$ cat src/rtl/spi_flash_loader.sv
// Boot-time SPI mode-0 initiator: READ 0x03 (or FAST_READ 0x0B with FLASH_FAST_READ_EN) + 24b address, streams len words LE into SRAM.
// No backpressure: sram_we is always accepted; start is sampled only in IDLE.
module spi_flash_loader #(
    parameter int CLK_DIV = 2,
    parameter int SRAM_AW = 10,
    parameter int LEN_W   = 16
) (
    input  logic               clk,
    input  logic               rst,
    input  logic               start,
    input  logic [23:0]        flash_addr,
    input  logic [SRAM_AW-1:0] sram_base,
    input  logic [LEN_W-1:0]   len,
    output logic               busy,
    output logic               done,
    output logic               flash_cs,
    output logic               flash_sck,
    output logic               flash_si,
    input  logic               flash_so,
    output logic               sram_we,
    output logic [SRAM_AW-1:0] sram_addr,
    output logic [31:0]        sram_wdata
);

`ifdef FLASH_FAST_READ_EN
    localparam logic [7:0] CMD_BYTE = 8'h0B;
`else
    localparam logic [7:0] CMD_BYTE = 8'h03;
`endif

    localparam int CW = $clog2(2 * CLK_DIV + 1);
    localparam logic [CW-1:0] DIV_LAST  = CW'(CLK_DIV - 1);
    localparam logic [CW-1:0] BUSY_LAST = CW'(2 * CLK_DIV);

    typedef enum logic [2:0] {
        IDLE, CMD, ADDR, DUMMY, DATA, LAST_FALL, CS_HOLD, DONE
    } state_t;

    state_t             state;
    logic [CW-1:0]      cnt;
    logic [4:0]         bit_cnt;
    logic [31:0]        tx;
    logic [30:0]        shreg;
    logic [LEN_W-1:0]   words_left;
    logic [SRAM_AW-1:0] next_addr;

    function automatic logic [31:0] byte_swap(input logic [31:0] w);
        return {w[7:0], w[15:8], w[23:16], w[31:24]};
    endfunction

    always_ff @(posedge clk or negedge rst) begin
        if (!rst) begin
            state      <= IDLE;
            cnt        <= '0;
            bit_cnt    <= '0;
            tx         <= '0;
            shreg      <= '0;
            words_left <= '0;
            next_addr  <= '0;
            busy       <= 1'b0;
            done       <= 1'b0;
            flash_cs   <= 1'b1;
            flash_sck  <= 1'b0;
            flash_si   <= 1'b0;
            sram_we    <= 1'b0;
            sram_addr  <= '0;
            sram_wdata <= '0;
        end else begin
            done    <= 1'b0;
            sram_we <= 1'b0;
            case (state)
                IDLE: begin
                    if (start) begin
                        if (len == '0) begin
                            done <= 1'b1;
                        end else begin
                            // Command MSB goes out with the CS fall; tx holds the rest of cmd+addr.
                            flash_cs   <= 1'b0;
                            flash_sck  <= 1'b0;
                            busy       <= 1'b1;
                            flash_si   <= CMD_BYTE[7];
                            tx         <= {CMD_BYTE[6:0], flash_addr, 1'b0};
                            words_left <= len - 1'b1;
                            next_addr  <= sram_base;
                            cnt        <= '0;
                            bit_cnt    <= '0;
                            state      <= CMD;
                        end
                    end
                end
                CMD, ADDR, DUMMY, DATA: begin
                    if (cnt == DIV_LAST) begin
                        cnt       <= '0;
                        flash_sck <= ~flash_sck;
                        if (flash_sck) begin
                            // Falling edge: present next bit; zeros once cmd+addr are exhausted.
                            flash_si <= tx[31];
                            tx       <= {tx[30:0], 1'b0};
                        end else begin
                            bit_cnt <= bit_cnt + 5'd1;
                            if (state == CMD && bit_cnt == 5'd7) begin
                                bit_cnt <= '0;
                                state   <= ADDR;
                            end else if (state == ADDR && bit_cnt == 5'd23) begin
                                bit_cnt <= '0;
`ifdef FLASH_FAST_READ_EN
                                state   <= DUMMY;
`else
                                state   <= DATA;
`endif
                            end else if (state == DUMMY && bit_cnt == 5'd7) begin
                                bit_cnt <= '0;
                                state   <= DATA;
                            end else if (state == DATA) begin
                                shreg <= {shreg[29:0], flash_so};
                                if (bit_cnt == 5'd31) begin
                                    bit_cnt    <= '0;
                                    sram_we    <= 1'b1;
                                    sram_addr  <= next_addr;
                                    sram_wdata <= byte_swap({shreg, flash_so});
                                    next_addr  <= next_addr + 1'b1;
                                    if (words_left == '0) begin
                                        state <= LAST_FALL;
                                    end else begin
                                        words_left <= words_left - 1'b1;
                                    end
                                end
                            end
                        end
                    end else begin
                        cnt <= cnt + 1'b1;
                    end
                end
                LAST_FALL: begin
                    if (cnt == DIV_LAST) begin
                        cnt       <= '0;
                        flash_sck <= 1'b0;
                        state     <= CS_HOLD;
                    end else begin
                        cnt <= cnt + 1'b1;
                    end
                end
                CS_HOLD: begin
                    if (cnt == DIV_LAST) begin
                        cnt      <= '0;
                        flash_cs <= 1'b1;
                        done     <= 1'b1;
                        state    <= DONE;
                    end else begin
                        cnt <= cnt + 1'b1;
                    end
                end
                DONE: begin
                    // Keeps busy up to guarantee minimum CS-high time before the next start.
                    if (cnt == BUSY_LAST) begin
                        cnt   <= '0;
                        busy  <= 1'b0;
                        state <= IDLE;
                    end else begin
                        cnt <= cnt + 1'b1;
                    end
                end
                default: state <= IDLE;
            endcase
        end
    end

endmodule
$ cat config.mk
export PLATFORM = sky130hd
export DESIGN_NAME = spi_flash_loader
export DESIGN_NICKNAME = d
export VERILOG_FILES = /design/src/rtl/spi_flash_loader.sv
export SDC_FILE = /design/constraint.sdc
export NUM_CORES = 1
export LEC_CHECK = 0
export CAP_MARGIN = 30
export CORE_ASPECT_RATIO = 1.25
export CORE_MARGIN = 10
export CORE_UTILIZATION = 37
export DETAILED_ROUTE_END_ITERATION = 10
export HOLD_SLACK_MARGIN = 0.05
export SLEW_MARGIN = 20
export SYNTH_ARGS = -nofsm -noshare
export SYNTH_HDL_FRONTEND = slang
export SYNTH_SLANG_ARGS = --single-unit
$ cat constraint.sdc
create_clock -name clk -period 5.9 [get_ports clk]
set_input_delay 1.77 -clock clk [delete_from_list [all_inputs] [get_ports clk]]
set_output_delay 1.77 -clock clk [all_outputs]
set_load 0.01 [all_outputs]
==> flow_summary.ini <==
[synth]
async_reset_ff_frac = 1.000
synth_top_family_by_area = simple AND/OR/NAND/NOR gates
ys_types = 66
yosys.area_share.adder = 0.01372
synth-xor-area-share = 0.004926
syn_inst = 754
synth-edff-count = 0
yosysSeqAreaShare = 0.5174
syn_nets = 815
synthesis.area_sq_mm = 0.007112
synth-seq-cells = 147
ys_warn_count = 0
synth_top_cell_area_share = 0.5137
synth.cells.most_frequent = 196 x nand2_1, 146 x dfrtp_1, 58 x nor2_1
yosysTopAreaCell = dfrtp_1
yosys.area_share.simple = 0.1999
synthTopCellsByArea = dfrtp_1 51%, nand2_1 10%, mux2_2 7.0%, nor2_1 3.1%, o21ai_0 2.7%
synth_top_flop_cell = dfrtp_1
synthMuxAreaShare = 0.07811
synth_area_per_cell_sq_um = 9.432
yosysMostFrequentCell = nand2_1
synth_compound_gate_area_share = 0.1538

[timing]
worst_pin_slew_ns = 0.8245
slew_headroom = 0.4466
clock.fmax_mhz = 243.1
hold_viol_final = 0
hold_slack_ns = 0.4777
finalSetupViolCount = 0
finalWorstSetupSlack_ns = 1.786
min_period_over_period = 0.6973
rsz0062_at_grt = no
fin_crit_ns = 4.114
tns_ns = 0
finClkSkew_ns = 0.01195
slew_violations = 0

[clocking]
numCtsBuffers = 17
htreeDepth = 4
clock_path_buffers = 2
holdBufCountCts = 0
insertion_delay_ns = 0.43
cts_root_buf = clkbuf_16
cts_setup_buffers = 0
clk_pin_slew_worst_paths_ns = 0.08
cts_sinks = 147
cts_tree = done
cts-resized-gates = 0

[worst_hold_path]
whs_endpoint = shreg[30]
min-delay-start = shreg[30]
min_path_cells = 2
hp-class = reg -> reg

[placed_design]
numPortBuffers = 101
gp_congestion = 0.8803
place_ws_ns = 1.391
dp.cells = 1054
dpl_cell_area_sq_mm = 0.008397
dp.final_hpwl_um = 12590

[route]
drc_errors = 0
avgViaCountPerCell = 5.329
ant_nets = 0
dr.first_iter.drc_count = 360
drt-total-wl_um = 17940
drt_pass1_iterations = 5
vias = 5798
wl_per_cell_um = 16.49

[worst_setup_path]
path_max_fanout = 5
cp_top_family = simple AND/OR/NAND/NOR gates
arrival_ns = 4.43
startpoint_type = input port
reg2reg_slack_ns = 2.58
worst-path-buf-inv = 1
rr_endpoint = words_left[6]
cp.required_ns = 6.21
r2r-start = state[2]
path_class = in -> reg
worstPathCellList = clkdlybuf4s50_1, or4_4, or3_1, o21ai_1, and2_1, a2111o_1, mux2_2
cp-end-kind = flop
cp_slowest_stage_delay_ns = 0.58
crit_slowest_cell = or4_4
reg2reg_depth = 9

[power]
powerDensity_mw_per_mm2 = 248.2
leakage_nw = 4.053
vdd_drop_max_mv = 0.1808

[floorplan]
die_area_sq_mm = 0.02520
die_h_um = 175.0
num_rows = 56
start_util = 0.3773
core_sq_mm = 0.01885
ios = 102
die_w_um = 144.0

[global_route]
antenna_found_initial = 1
overflow = 0
grt_max_degree = 62
grt_pass1_vias = 5766
grt_pass1_wl_um = 29840
track_usage = 0.1469

[finish]
final_cell_area_sq_mm = 0.009030
nNetsFinal = 903
drive_gt1_frac = 0.1263
register_area_sq_mm = 0.003680
fillers = 1779
stdcell_count = 1088
multiInputGateArea_sq_mm = 0.003238
synthToLayoutAreaGrowth_pct = 26.97

[flow_run]
drv_cap = 0

[run_status]
outcome = complete, no violations
==> through the flow <==
step	util	total power, W
2_1_floorplan	-	0.001089
3_3_place_gp	0.4407	0.001167
3_5_place_dp	0.4455	0.001170
6_report	0.4791	0.002241
4_1_cts	0.4779	0.002275
5_1_grt	0.4791	0.002335
==> registers in the layout (all words and copies together), names as in the netlist <==
register,flops
words_left,16
flash_si,1
state,3
shreg,31
bit_cnt,5
sram_we,1
flash_sck,1
cnt,3
next_addr,10
tx,31
done,1
sram_wdata,32
flash_cs,1
busy,1
sram_addr,10
==> how the worst max path moves through the flow <==
stage | startpoint | end | slack [ns] | cells past startpoint
floorplan | len[11] | words_left[9] | 2.12 | 8
global placement | len[11] | state[0] | 1.46 | 7
detailed placement | len[11] | state[0] | 1.39 | 7
CTS | len[11] | state[0] | 1.84 | 7
global route | len[11] | words_left[2] | 1.65 | 7
finish | len[11] | state[0] | 1.79 | 7
==> routing by layer <==
metal	vias to the layer above	routed length, um	track usage
met4	0	180	0.04604
met5	-	0	0
met2	132	8624	0.2343
met1	2809	8194	0.1905
li1	2841	-	-
met3	16	941	0.03635
==> power by group <==
group | switching, W | internal, W
sequential | 0.0000100 | 0.00102
clock | 0.000515 | 0.000577
combinational | 0.0000658 | 0.0000570
==> kinds of logic after synthesis <==
group	Yosys count
and+or+nand+nor	327
AOI/OAI and AO/OA	163
DFF	147
buffers and inverters	55
muxes	50
adders and majority gates	8
xor gates and xnor gates	4
==> worst min-delay path: cells and delay by family (launching register included) <==
kind             cells  cell delay (ns)
and+or+nand+nor      2             0.10
DFF                  1             0.35
==> cell type report <==
cell class	instances	area share
antenna	1	0.0002771
clock buffer	17	0.04711
clock inverter	15	0.02051
inverter	13	0.005404
multi-input combinational	552	0.3586
sequential	147	0.4075
tap	232	0.03215
timing repair buffer	111	0.1284
==> cell usage in the layout, fill, tap and decap left out, types with 8 or more instances in the layout <==
master	n
mux2_2	44
nand2_1	194
nor2_1	57
o211ai_1	9
inv_1	13
a21oi_1	30
nand3_1	15
clkdlybuf4s50_1	100
o21ai_0	38
or3_1	10
clkbuf_16	17
a22o_1	8
a31oi_1	29
dfrtp_1	146
No activity file was read; power rests on OpenSTA's default activity.
